`config.mk`:
```
export PLATFORM = sky130hd
export DESIGN_NAME = divider_iterative
export DESIGN_NICKNAME = d
export VERILOG_FILES = /design/src/rtl/divider_iterative.sv
export SDC_FILE = /design/constraint.sdc
export NUM_CORES = 1
export LEC_CHECK = 0
export BUFFER_PORTS_ARGS = -buffer_cell sky130_fd_sc_hd__buf_2
export CAP_MARGIN = 20
export CORE_ASPECT_RATIO = 0.75
export CORE_MARGIN = 3
export CORE_UTILIZATION = 30
export DETAILED_ROUTE_END_ITERATION = 6
export HOLD_SLACK_MARGIN = 0.08
export RECOVER_POWER = 25
export SLEW_MARGIN = 20
export SYNTH_ARGS = -nofsm -noshare
export SYNTH_HDL_FRONTEND = slang
export SYNTH_SLANG_ARGS = --single-unit
```
`constraint.sdc`:
```
create_clock -name clk -period 5.15 [get_ports clk]
set_input_delay 0.7725 -clock clk [delete_from_list [all_inputs] [get_ports clk]]
set_output_delay 0.7725 -clock clk [all_outputs]
set_load 0.02 [all_outputs]
```
`src/rtl/divider_iterative.sv`:
```
// Radix-2 restoring divider for RV32M DIV/DIVU/REM/REMU: one quotient bit per cycle,
// with divide-by-zero and signed overflow resolved at accept time without iterating.
module divider_iterative #(
    parameter int WIDTH = 32
) (
    input  logic             clk,
    input  logic             rst,
    input  logic             startE,
    input  logic             flush,
    input  logic [1:0]       div_opcode,
    input  logic [WIDTH-1:0] operand1,
    input  logic [WIDTH-1:0] operand2,
    output logic [WIDTH-1:0] result_divide,
    output logic             done,
    output logic             busy
);

    localparam int CW = (WIDTH > 1) ? $clog2(WIDTH) : 1;

    typedef enum logic [1:0] {
        IDLE,
        BUSY,
        FIX,
        DONE
    } state_t;

    state_t r_state;
    state_t w_nextState;

    logic [WIDTH-1:0] r_quo;
    logic [WIDTH-1:0] r_rem;
    logic [WIDTH-1:0] r_divisor;
    logic [WIDTH-1:0] r_answer;
    logic [CW-1:0]    r_count;
    logic             r_opSigned;
    logic             r_opRem;
    logic             r_neg1;
    logic             r_neg2;
    logic             r_done;

    logic             w_isSigned;
    logic             w_isRem;
    logic             w_divByZero;
    logic             w_overflow;
    logic             w_special;
    logic             w_accept;
    logic             w_lastIter;
    logic [WIDTH-1:0] w_absOp1;
    logic [WIDTH-1:0] w_absOp2;
    logic [WIDTH-1:0] w_specialResult;
    logic [WIDTH:0]   w_shifted;
    logic [WIDTH:0]   w_diff;
    logic             w_trialOk;
    logic [WIDTH-1:0] w_nextRem;
    logic [WIDTH-1:0] w_fixedQuo;
    logic [WIDTH-1:0] w_fixedRem;

    always_comb begin
        w_isSigned      = ~div_opcode[0];
        w_isRem         = div_opcode[1];
        w_divByZero     = (operand2 == '0);
        w_overflow      = w_isSigned && (operand1 == {1'b1, {(WIDTH-1){1'b0}}}) && (operand2 == '1);
        w_special       = w_divByZero || w_overflow;
        w_accept        = (r_state == IDLE) && startE && !flush;
        w_lastIter      = (r_count == CW'(WIDTH - 1));
        w_absOp1        = (w_isSigned && operand1[WIDTH-1]) ? -operand1 : operand1;
        w_absOp2        = (w_isSigned && operand2[WIDTH-1]) ? -operand2 : operand2;
        w_specialResult = '0;
        if (w_divByZero) begin
            w_specialResult = w_isRem ? operand1 : '1;
        end else if (!w_isRem) begin
            w_specialResult = operand1;
        end
    end

    // Remainder stays below the divisor, so bit WIDTH of the difference is a reliable sign.
    always_comb begin
        w_shifted  = {r_rem, r_quo[WIDTH-1]};
        w_diff     = w_shifted - {1'b0, r_divisor};
        w_trialOk  = ~w_diff[WIDTH];
        w_nextRem  = w_trialOk ? w_diff[WIDTH-1:0] : w_shifted[WIDTH-1:0];
        w_fixedQuo = (r_opSigned && (r_neg1 != r_neg2)) ? -r_quo : r_quo;
        w_fixedRem = (r_opSigned && r_neg1) ? -r_rem : r_rem;
    end

    always_ff @(posedge clk) begin
        if (!rst) begin
            r_state <= IDLE;
        end else begin
            r_state <= w_nextState;
        end
    end

    always_comb begin
        w_nextState = r_state;
        if (flush && (r_state != IDLE)) begin
            w_nextState = IDLE;
        end else begin
            case (r_state)
                IDLE:    if (w_accept) w_nextState = w_special ? DONE : BUSY;
                BUSY:    if (w_lastIter) w_nextState = FIX;
                FIX:     w_nextState = DONE;
                DONE:    w_nextState = IDLE;
                default: w_nextState = IDLE;
            endcase
        end
    end

    // The result is committed only on leaving DONE, so a flush anywhere leaves it untouched.
    always_ff @(posedge clk) begin
        if (!rst) begin
            r_quo         <= '0;
            r_rem         <= '0;
            r_divisor     <= '0;
            r_answer      <= '0;
            r_count       <= '0;
            r_opSigned    <= 1'b0;
            r_opRem       <= 1'b0;
            r_neg1        <= 1'b0;
            r_neg2        <= 1'b0;
            r_done        <= 1'b0;
            result_divide <= '0;
        end else begin
            r_done <= 1'b0;
            case (r_state)
                IDLE: begin
                    if (w_accept) begin
                        r_opSigned <= w_isSigned;
                        r_opRem    <= w_isRem;
                        r_neg1     <= w_isSigned && operand1[WIDTH-1];
                        r_neg2     <= w_isSigned && operand2[WIDTH-1];
                        r_quo      <= w_absOp1;
                        r_divisor  <= w_absOp2;
                        r_rem      <= '0;
                        r_count    <= '0;
                        r_answer   <= w_specialResult;
                    end
                end
                BUSY: begin
                    r_rem   <= w_nextRem;
                    r_quo   <= {r_quo[WIDTH-2:0], w_trialOk};
                    r_count <= r_count + CW'(1);
                end
                FIX: begin
                    r_answer <= r_opRem ? w_fixedRem : w_fixedQuo;
                end
                DONE: begin
                    if (!flush) begin
                        result_divide <= r_answer;
                        r_done        <= 1'b1;
                    end
                end
                default: begin
                end
            endcase
        end
    end

    always_comb begin
        done = r_done;
        busy = (r_state != IDLE);
    end

endmodule

```
# Word-level counts from Yosys, hierarchy flattened

Index checks and enable logic that the tools add are counted.

Reduce and logical (&&, ||, !) cells: 23
$add $sub $neg: 6
Bitwise gates (word level): 4
Eq/ne operators: 9
Muxes and demuxes: 22

Operators with widths:

| kind                                                             | count |
|---|---|
| 32-bit 2-to-1 mux                                                | 12 |
| 32-bit case mux with 2 select lines                              | 3 |
| 32-bit negation                                                  | 4 |
| 32-bit == test (second input constant)                           | 2 |
| 33-bit by 32-bit subtractor with 33-bit output                   | 1 |
| 32-bit zero test                                                 | 1 |
| 2-bit AND reduction                                              | 6 |
| 5-bit case mux with 2 select lines                               | 1 |
| 1-bit logical AND                                                | 9 |
| 2-bit case mux with 4 select lines                               | 1 |
| 2-bit 2-to-1 mux                                                 | 3 |
| 2-bit nonzero test                                               | 3 |
| 5-bit by 1-bit adder with 5-bit output (second input constant)   | 1 |
| 5-bit == test (second input constant)                            | 1 |
| 5-bit 2-to-1 mux                                                 | 1 |
| 2-bit == test (second input constant)                            | 2 |
| 2-bit inequality test (second input constant)                    | 2 |
| 1-bit NOT                                                        | 4 |
| 2-bit by 1-bit == test with 1-bit output (second input constant) | 1 |
| 2-bit zero test                                                  | 1 |
| 2-bit OR reduction                                               | 1 |
| 1-bit zero test                                                  | 1 |
| 1-bit logical OR                                                 | 1 |
| 1-bit 2-to-1 mux                                                 | 1 |
| 1-bit inequality test                                            | 1 |

Register bits: 172
Word-level logic and storage cells: 76
Output and inout bits: 34

# Logic depth before layout (Yosys ltp)

Gate-level depths: netlist of the first run.

Depth in word-level cells: 7
Depth in mapped cells: 13
Gate-level depth less buffers: 12

# Worst setup path before layout of the first run

No wires, ideal clock.

Path type: flip-flop to flip-flop
From: register r_quo[31]
To: register r_rem[11]
Stages on the path, launching flop included: 14
Buffers on the path: 1
Arrival: 2954 ps
Path slack: 2068 ps
Cells stage by stage: dfxtp_1 -> inv_1 -> ha_1 -> fa_1 -> nand2b_1 -> a21oi_1 -> o2111ai_1 -> a31oi_1 -> o2111ai_1 -> a21oi_1 -> xor2_2 -> buf_4 -> mux2i_1 -> o21ai_0

Cells in the longest elaborated chain, start to end: 3

Ends and longest elaborated chain:

| element                                        | line | RTL |
|---|---|---|
| start: declaration                             | 30   | `logic [WIDTH-1:0] r_quo;` |
| start signal: assignment                       | 132  | `r_quo <= w_absOp1;` |
| start signal: assignment                       | 141  | `r_quo <= {r_quo[WIDTH-2:0], w_trialOk};` |
| 33-bit by 32-bit subtractor with 33-bit output | 79   | `w_diff = w_shifted - {1'b0, r_divisor};` |
| 32-bit 2-to-1 mux                              | 81   | `w_nextRem = w_trialOk ? w_diff[WIDTH-1:0] : w_shifted[WIDTH-1:0];` |
| 32-bit case mux with 2 select lines            | 125  | `case (r_state)` |
| end signal: assignment                         | 140  | `r_rem <= w_nextRem;` |
| end: declaration                               | 31   | `logic [WIDTH-1:0] r_rem;` |

Every way passes these cells.
A chain may end at the register's enable or synchronous reset.

==> results of run 1 <==
[final cells by class]
class	instances	area (um2)	area share (%)
timing repair buffer	121	602	4.49
clock buffer	20	447	3.33
inverter	59	223	1.66
sequential	172	3440	25.7
multi-input combinational	1319	7870	58.7
clock inverter	12	184	1.37
tap	512	641	4.78
[power by group through the flow]
stage	registers [uW]	clock network [uW]	logic, uW
global route	1630	1510	1740
detailed placement	1640	0	1540
floorplan	1580	0	1130
global placement	1630	0	1520
finish	1610	1430	1570
CTS	1610	1460	1550
[metal layers]
metal	vias to the layer above	GRT usage (%)	routed length, um
met5	-	0	30
met4	6	4.15	476
met3	41	5.55	3440
met2	382	26.8	16100
met1	5672	27.2	19600
li1	5882	-	-
[flip-flops by register name, summed over array words and instances, names as in the netlist]
register       cells
r_neg1             1
r_divisor         32
r_answer          32
r_count            5
r_state            2
result_divide     32
r_neg2             1
r_opRem            1
done               1
r_rem             32
r_opSigned         1
r_quo             32
[cells by family (layout without fill, tap and decap cells)]
| logic type | count (synthesis) | count (layout) |
|---|---|---|
| adders and majority gates | 44 | 44 |
| AOI/OAI and AO/OA | 497 | 497 |
| DFF | 172 | 172 |
| muxes | 31 | 31 |
| and+or+nand+nor | 604 | 604 |
| buffers and inverters | 157 | 212 |
| xor gates and xnor gates | 143 | 143 |
[per-stage QoR]
stage               hold slack [ps]  total power, uW  utilization [%]  worst slack (ps)
finish                          454             4610             34.6               858
global placement                441             3150             33.1              1260
floorplan                       415             2710                -              2070
CTS                             455             4610             34.8              1310
global route                    478             4880             34.6               674
detailed placement              446             3170             33.1              1230
[path summary, 6_finish.rpt]
path | from | to
min reg2reg | r_divisor[31] | r_divisor[31]
max | rst | r_answer[20]
max reg2reg | r_quo[31] | r_quo[0]
min | r_divisor[31] | r_divisor[31]
[worst max-delay path, cell delays in order]
cell and delay (ps):
buf_2 70, clkbuf_1 1020, clkinvlp_2 1340, nor2_1 1130, a22oi_1 210, o21ai_0 110
[cells in the mapped netlist (3+ instances only)]
master     count
a311oi_1       3
nor2_1       142
inv_1         57
o21ai_0      134
o21bai_1       3
and2_1         7
clkbuf_1      79
buf_4          4
a31o_2         3
a41oi_1        4
o31ai_1       23
nor2b_1        9
ha_1          43
buf_1          7
a31oi_1       25
a22oi_1       11
o21a_1         6
o2111ai_1      3
o22ai_1        5
buf_2          7
a21oi_1      166
dfxtp_1      172
nor4_1        11
xor2_1        60
o221ai_1       6
nand3_1       21
or3_1         18
nor3_1        29
nand4_1       14
a221o_1        6
o211ai_1      30
a21boi_0       3
a211oi_1      27
xnor2_1       82
mux2i_1       31
o41ai_1        8
nor3b_1        3
a22o_1         5
nand2_1      300
and3_1         6
a21o_1        14
or4_1         10
nand2b_1      15
==> results.md, run 1 <==
* Max-cap violations at 0
* Commonest non-fill, non-tap cell in the layout: nand2_1
* Most frequent cells in the layout: nand2_1 (300), dfxtp_1 (172), a21oi_1 (165)
* Worst-path fanout max at 25
* Ant. Diodes at 0
* Compound-Gate Fraction of Synth Area at 25.3%
* WL final at slightly below 40000 um
* Hold Path Class: flop to flop
* Post-Syn Nets at around 1800
* CP Class: input pin to flop
* Clock Latency Late Sink at between 400 and 500 ps
* DIE HEIGHT at about 180 um
* Clock root buffer: clkbuf_16
* Clock Pin Slew Worst Setup and Hold Paths at approximately 80 ps
* Peak supply drop at between 0.0002 and 0.0003 V
* # rows at 62
* Die area at ~42000 um2
* Fin. Hold Viols at 0
* Syn avg cell area at just over 7 um2
* Relative slew slack at under 10%
* Number of stages on the worst hold path at 2
* Leak at 0.00481 uW
* Post-synthesis xor/xnor area fraction at a little over a tenth
* CORE AREA at between 30000 and 40000 um2
* Detailed placement HPWL at between 20000 and 30000 um
* Pre-Repair DR Iteration Count at 6
* Ys flop type: dfxtp_1
* Final period utilization at a little over four fifths
* Area contributors post-synth: dfxtp_1 (29%), nand2_1 (9.5%), a21oi_1 (7.0%)
* H-tree lvl count at 4
* Total number of vias at 11983
* Setup Skew at 16.8 ps
* Initial DRC Count at between 1000 and 1500
* Clk sinks at 172
* Post-CTS Setup Bufs at 0
* PortBufs at 103
* CTS tree: done
* Asr flop ratio synth at 0%
* Clock network fraction of total power at about 31%
* Largest area contributor in the netlist: dfxtp_1
* Post-DR vias/cell at around 5.4
* Post-synthesis sequential area ratio at 28.9%
* Post-synth EDFFs at 0
* Placed cells at roughly 2200
* Register bit total from synthesis at roughly 170
* Switch share at around 38%
* Logic pwr share at 34.1%
* Setup violations, final at 0
* P_sw at approximately 1800 uW
* Initial cell density of the core at between 30 and 40%
* Outcome: complete, no violations
* DR WL/cell at around 18 um
* Yosys top cell area share at between 20% and 30%
* Fin cells at between 2000 and 2500
* RSZ-0062 raised after global routing: no
* Cells after Synth at about 1600
* Total CTS buffers at 17
* Routability cong. at about 0.9
* CP Launch Type: input pin
* Fmax at 0.233 GHz
* Cts repair resizes at 0
* Internal reg-to-reg setup slack at ~1300 ps
* CP required at between 5000 and 6000 ps
* Detail Route Antenna Nets at 0
* Share of cells above drive strength 1 at about 8.0%
* Max Root-Sink Buffers at 2
* Pint at about 2800 uW
* Die width at around 240 um
* I/O pin count at around 100
* Mux cell area share after synthesis at 2.61%
* Crit path arrival time at about 4700 ps
* Worst Tran Pin Value at about 1400 ps
* Hold-fix buffers, CTS at 0
* Worst R2R Path Depth at 13
* Grt ovf at 0
* Area after DPL at ~13000 um2
* First-pass GRT wire length at just over 60000 um
* Slew Viols, Final at 0
* Pwr Density at about 340 nW/um2
* Synth Area in Simple Gates at between 20% and 30%
* Final min period at between 4000 and 5000 ps
* Vias in the first global route at 10936
* Total global-route track usage at approximately a fifth
* Post-synthesis cell type count at 72
* Combinational family with the most area after synthesis: compound AO/OA/AOI/OAI gates
* Fin nets at roughly 1800
* Layout fillers at between 4000 and 5000
* Sequential Power Share at between 30% and 40%
* DRC viols at 0
* Element type at the critical path end: flop
* Area grow syn2layout at 12.7%
* Initial antenna violation count at 4
* Adder-cell share of the synthesized area at 4.69%
* Warnings from Yosys at 0
* Layout Cell Area excl Fill at 13400 um2
* Setup TNS at 0 ps
* Largest net degree at the start of global routing at 88
* Synthesized area at between 10000 and 15000 um2
Power figures use the tool's default switching activity.
==> run 2, diff against run 1 <==
- ABC_AREA: unset -> 1
- clock period: 5.15 -> 4.25 ns (I/O delays scaled with it)
==> results.md, run 2 <==
* Outcome: complete, no violations
* Fin cells at 3221 (+45%)
* Total global-route track usage at 20.1% (+1.5 points)
* Syn avg cell area at 5.76 um2 (-20%)
* Post-CTS Setup Bufs at 0 (unchanged)
* Ys flop type: dfxtp_1
* Asr flop ratio synth at 0% (unchanged)
* Pwr Density at 437 nW/um2 (+27%)
* Most frequent cells after synthesis: nand2_1 (667), inv_1 (331), nor2_1 (258)
* I/O pin count at 104 (unchanged)
* CP Class: flop to flop
* Fin nets at 2683 (+49%)
* P_sw at 3290 uW (+86%)
* Final min period at between 3000 and 4000 ps
* Sequential Power Share at 28.6% (-6.4 points)
* Grt ovf at 0 (unchanged)
* Sequence of cells on the critical path: ha_1 -> nand2_1 -> clkbuf_1 -> inv_1 -> nor2_1 -> nor2_1
* Leak at 0.00771 uW (+60%)
* Cts repair resizes at 0 (unchanged)
* Largest area contributor in the netlist: dfxtp_1
* Ant. Diodes at 0 (unchanged)
* Hold Path Class: input pin to flop
* Routability cong. at 1.02 (+10%)
* WL final at 52600 um (+33%)
* Fin. Hold Viols at 0 (unchanged)
* Largest net degree at the start of global routing at 88 (unchanged)
* Area grow syn2layout at 11.2%
* Setup TNS at 0 ps (unchanged)
* Switch share at 46.6% (+8.1 points)
* Die area at 51100 um2 (+21%)
* Detailed placement HPWL at 41500 um (+39%)
* H-tree lvl count at 4 (unchanged)
* Total CTS buffers at 17 (unchanged)
* Crit path arrival time at 3440 ps (-1240 ps)
* Setup Skew at 9.52 ps (-7.32 ps)
* Critical-path top delay cell: clkbuf_1
* Clock Latency Late Sink at 470 ps (about the same)
* Logic pwr share at 47.5% (+13 points)
* Warnings from Yosys at 0 (unchanged)
* Element type at the critical path end: flop
* CORE AREA at 47600 um2 (+23%)
* CP Launch Type: flop
* Initial antenna violation count at 0 (-4)
* Initial DRC Count at 1730 (+46%)
* Top-count cell post-synth: nand2_1
* Synthesized area at 14500 um2 (+22%)
* RSZ-0062 raised after global routing: no
* DRC viols at 0 (unchanged)
* DR WL/cell at 16.3 um (-8.7%)
* CP required at 4610 ps (-920 ps)
* Post-synth EDFFs at 0 (unchanged)
* Post-Syn Nets at 2636 (+50%)
* Pint at 3770 uW (+33%)
* Slew Viols, Final at 0 (unchanged)
* DIE HEIGHT at 197 um (+10%)
* # rows at 69 (+11%)
* PortBufs at 103 (unchanged)
* Post-DR vias/cell at 5.03 (-7.0%)
* Area contributors post-synth: dfxtp_1 (24%), nand2_1 (17%), nand3_1 (8.8%)
* Clock network fraction of total power at 23.9% (-7.1 points)
* Worst-path fanout max at 34 (+36%)
* Area after DPL at 15600 um2 (+22%)
* Worst Tran Pin Value at 1440 ps (+20.6 ps)
* Clk sinks at 172 (unchanged)
* Worst R2R Path Depth at 6 (-7)
* Clock root buffer: clkbuf_16
* Initial cell density of the core at 30.5% (-0.20 points)
* Layout Cell Area excl Fill at 16200 um2 (+21%)
* Post-synthesis sequential area ratio at 23.7% (-5.2 points)
* Vias in the first global route at 13931 (+27%)
* Placed cells at 3189 (+46%)
* Die width at 260 um (+10%)
* Most frequent cells in the layout: nand2_1 (667), inv_1 (331), nand3_1 (256), nor2_1 (256), o21ai_0 (224)
* Share of cells above drive strength 1 at 8.25% (+0.20 points)
* Max incr delay on CP at 1030 ps (-310 ps)
* CTS tree: done
* First-pass GRT wire length at 80800 um (+30%)
* Clock Pin Slew Worst Setup and Hold Paths at 70 ps (about the same)
* Power Total at 7060 uW (+53%)
* Number of stages on the worst hold path at 3 (+1)
* Final period utilization at around 73%
* Total number of vias at 16213 (+35%)
* Post-synthesis cell type count at 53 (-26%)
* Hold-fix buffers, CTS at 0 (unchanged)
* Relative slew slack at 4.33% (-1.4 points)
* Detail Route Antenna Nets at 0 (unchanged)
* Setup violations, final at 0 (unchanged)
* Cells after Synth at 2522 (+53%)
* Yosys top cell area share at 23.7% (-5.2 points)
* Register bit total from synthesis at 172 (unchanged)
* Pre-Repair DR Iteration Count at 6 (unchanged)
* Max-cap violations at 0 (unchanged)
* Worst path most repeated cell: nor2_1
* Commonest non-fill, non-tap cell in the layout: nand2_1
* Fmax at around 0.32 GHz
* Max Root-Sink Buffers at 2 (unchanged)
* Peak supply drop at 0.000288 V (+14%)
[run 2: final cells by class]
class	count	area [um2]
Fill cell	5367	31400
Multi-Input combinational cell	1902	9340
Sequential cell	172	3440
Inverter	348	1310
Tap cell	639	800
Timing Repair Buffer	128	658
Clock buffer	17	425
Clock inverter	15	186
[run 2: final timing paths]
path,startpoint,to,slack [ps]
max reg2reg,r_state[0],result_divide[19],1170
max,r_state[0],result_divide[19],1170
min reg2reg,r_divisor[31],r_divisor[31],460
min,operand2[1],r_divisor[1],450
[run 2: power by group through the flow]
stage               logic, uW  clock network (uW)  registers [uW]
finish                   3350                1690            2020
global route             3730                1790            2050
CTS                      3290                1730            2010
detailed placement       3280                   0            2050
global placement         3290                   0            2050
floorplan                2400                   0            2010
[run 2: logic make-up after synthesis]
group / count (synthesis) / share of synthesized area, %
compound gates: 500 / 18.5
xor+xnor: 34 / 2.05
fa+ha+maj: 44 / 3.84
buf+inv: 448 / 12.1
flops: 172 / 23.7
simple gates: 1324 / 39.7
[run 2: per-layer routing]
metal  GRT usage, %  vias up  routed length, um
met3           5.51       34               5160
met2           27.6      589              20500
li1               -     8291                  -
met4           3.73        0                596
met5              0        -                  0
met1           31.0     7299              26400
[run 2: per-stage QoR]
stage | util, % | hold WS [ps] | setup WS, ps
after floorplan | - | 445 | 1990
after global placement | 32.8 | 459 | 1480
after detailed placement | 32.8 | 457 | 1470
after CTS | 34.1 | 438 | 1460
after global routing | 34.0 | 454 | 772
final | 34.0 | 454 | 1170
[run 2: worst max-delay path: cells and delay by family, from the launching register on]
kind / cells / cell delay [ps]
buf+inv: 2 / 1980
fa+ha+maj: 1 / 200
simple gates: 3 / 450
flops: 1 / 330
==> run 3, diff against run 2 <==
- clock period: 4.25 -> 2.6 ns (I/O delays scaled with it)
==> results.md, run 3 (same netlist as run 2, synthesis figures left out) <==
* Outcome: finished, violations left
* Failing checks: design-rule violations
* Worst-path fanout max at 20 (-41%)
* Initial antenna violation count at 0 (unchanged)
* Pwr Density at 696 nW/um2 (+59%)
* Setup Skew at 12.0 ps (+2.53 ps)
* # rows at 69 (unchanged)
* Final min period at 2460 ps (-622 ps)
* Fmax at 0.406 GHz (+25%)
* CORE AREA at 47600 um2 (unchanged)
* DR WL/cell at 16.4 um (+0.25%)
* Hold slack at 217 ps (-237 ps)
* Worst Tran Pin Value at 1370 ps (-66.4 ps)
* CP Launch Type: flop
* Hold-fix buffers, CTS at 0 (unchanged)
* Detailed placement HPWL at 42400 um (+2.2%)
* Area after DPL at 16000 um2 (+2.5%)
* Critical-path top delay cell: fa_2
* CTS tree: done
* Reg2Reg Launch Point: r_quo[31]
* Leak at 0.00792 uW (+2.7%)
* Max-cap violations at 0 (unchanged)
* PortBufs at 103 (unchanged)
* Pre-Repair DR Iteration Count at 7 (+1)
* Sequence of cells on the critical path: inv_1 -> ha_1 -> fa_2 -> inv_2 -> nand2_1 -> nand2_1 -> nand3_1 -> nand2_2 -> nand2_4 -> nand2_4 -> nand2_4 -> nand2_4 -> nand2_8 -> nand2_8 -> nand2_2 -> nand3_2 -> a21oi_2
* Clock root buffer: clkbuf_16
* Clk sinks at 172 (unchanged)
* WL final at 53500 um (+1.7%)
* Post-DR vias/cell at 5.04 (+0.20%)
* Final period utilization at 94.6% (+22 points)
* Max incr delay on CP at 370 ps (-660 ps)
* Clock Latency Late Sink at 460 ps (about the same)
* Initial cell density of the core at 30.5% (unchanged)
* Fin. Hold Viols at 0 (unchanged)
* Clock Pin Slew Worst Setup and Hold Paths at 70 ps (about the same)
* Most frequent cells in the layout: nand2_1 (667), inv_1 (330), nand3_1 (256), nor2_1 (256), o21ai_0 (224)
* H-tree lvl count at 4 (unchanged)
* Ant. Diodes at 0 (unchanged)
* I/O pin count at 104 (unchanged)
* Grt ovf at 0 (unchanged)
* Total CTS buffers at 17 (unchanged)
* Routability cong. at 1.02 (+0.21%)
* Hold path start: operand2[1]
* Share of cells above drive strength 1 at 9.93% (+1.7 points)
* Peak supply drop at 0.000426 V (+48%)
* Fin nets at 2731 (+1.8%)
* Vias in the first global route at 14472 (+3.9%)
* First-pass GRT wire length at 83000 um (+2.8%)
* Detail Route Antenna Nets at 0 (unchanged)
* Die width at 260 um (unchanged)
* Total global-route track usage at 20.5% (+0.37 points)
* Total number of vias at 16477 (+1.6%)
* Setup violations, final at 0 (unchanged)
* Crit path arrival time at 2790 ps (-650 ps)
* Area grow syn2layout at 14.0%
* Layout fillers at 5361 (-0.11%)
* CP required at 2930 ps (-1680 ps)
* Hold Path Class: input pin to flop
* Element type at the critical path end: flop
* Die area at 51100 um2 (unchanged)
* CP Class: flop to flop
* Worst path most repeated cell: nand2_4
* Commonest non-fill, non-tap cell in the layout: nand2_1
* DRC viols at 1 (+1)
* Relative slew slack at 8.76% (+4.4 points)
* Largest net degree at the start of global routing at 80 (-9.1%)
* Initial DRC Count at 1769 (+2.3%)
* Power Total at 11500 uW (+63%)
* Layout Cell Area excl Fill at 16600 um2 (+2.5%)
* RSZ-0062 raised after global routing: yes
* CP Launch Point: r_quo[31]
* Max Root-Sink Buffers at 2 (unchanged)
* Slew Viols, Final at 0 (unchanged)
* DIE HEIGHT at 197 um (unchanged)
==> run 3: worst max-delay path, delay by kind of cell, from the launching register on <==
kind,cells,cell delay (ps)
AND/OR/NAND/NOR,12,1160
adder cells (fa/ha/maj),2,610
flip-flops,1,340
buffers and inverters,2,150
AO/OA/AOI/OAI,1,50
==> run 3: repair_timing <==
action / in CTS / in global routing
setup endpoints to repair: 0 / 33
setup buffers: 0 / 0
gates resized for setup: 0 / 7
==> run 3: worst paths after layout <==
path	slack [ps]	cells past startpoint	end
max	140	17	r_rem[26]
min reg2reg	480	2	r_divisor[31]
min	220	3	r_divisor[1]
max reg2reg	140	17	r_rem[26]
==> run 3: layout make-up <==
class	count	area [um2]	area share [%]
multi-input cells	1905	9400	56.8
flip-flops and latches	172	3440	20.8
inverters	348	1310	7.89
repair buffers	173	1050	6.32
well taps	639	800	4.83
clock buffers	21	460	2.78
clock inverters	9	91.3	0.552
==> run 3: per-stage QoR <==
stage	utilization (%)	std cells	TNS (ps)	worst slack [ps]
floorplan	-	2522	0	343
global placement	33.6	3234	0	188
detailed placement	33.6	3234	0	91.7
CTS	34.7	3264	0	71.1
global route	34.8	3267	-190	-31.6
finish	34.8	3267	0	140
==> run 3: power by group <==
part | internal, uW | leakage, uW | switching (uW)
combinational | 1760 | 0.00626 | 3940
sequential | 3010 | 0.00140 | 278
clock | 1360 | 0.000258 | 1160
total | 6130 | 0.00792 | 5380
==> run 3: metal layers <==
layer  global-route usage [%]  vias to the layer above  wire length [um]
li1                         -                     8393                 -
met1                     31.6                     7416             26700
met2                     28.1                      617             20800
met3                     4.75                       51              4950
met4                     5.36                        0              1020
met5                        0                        -                 0
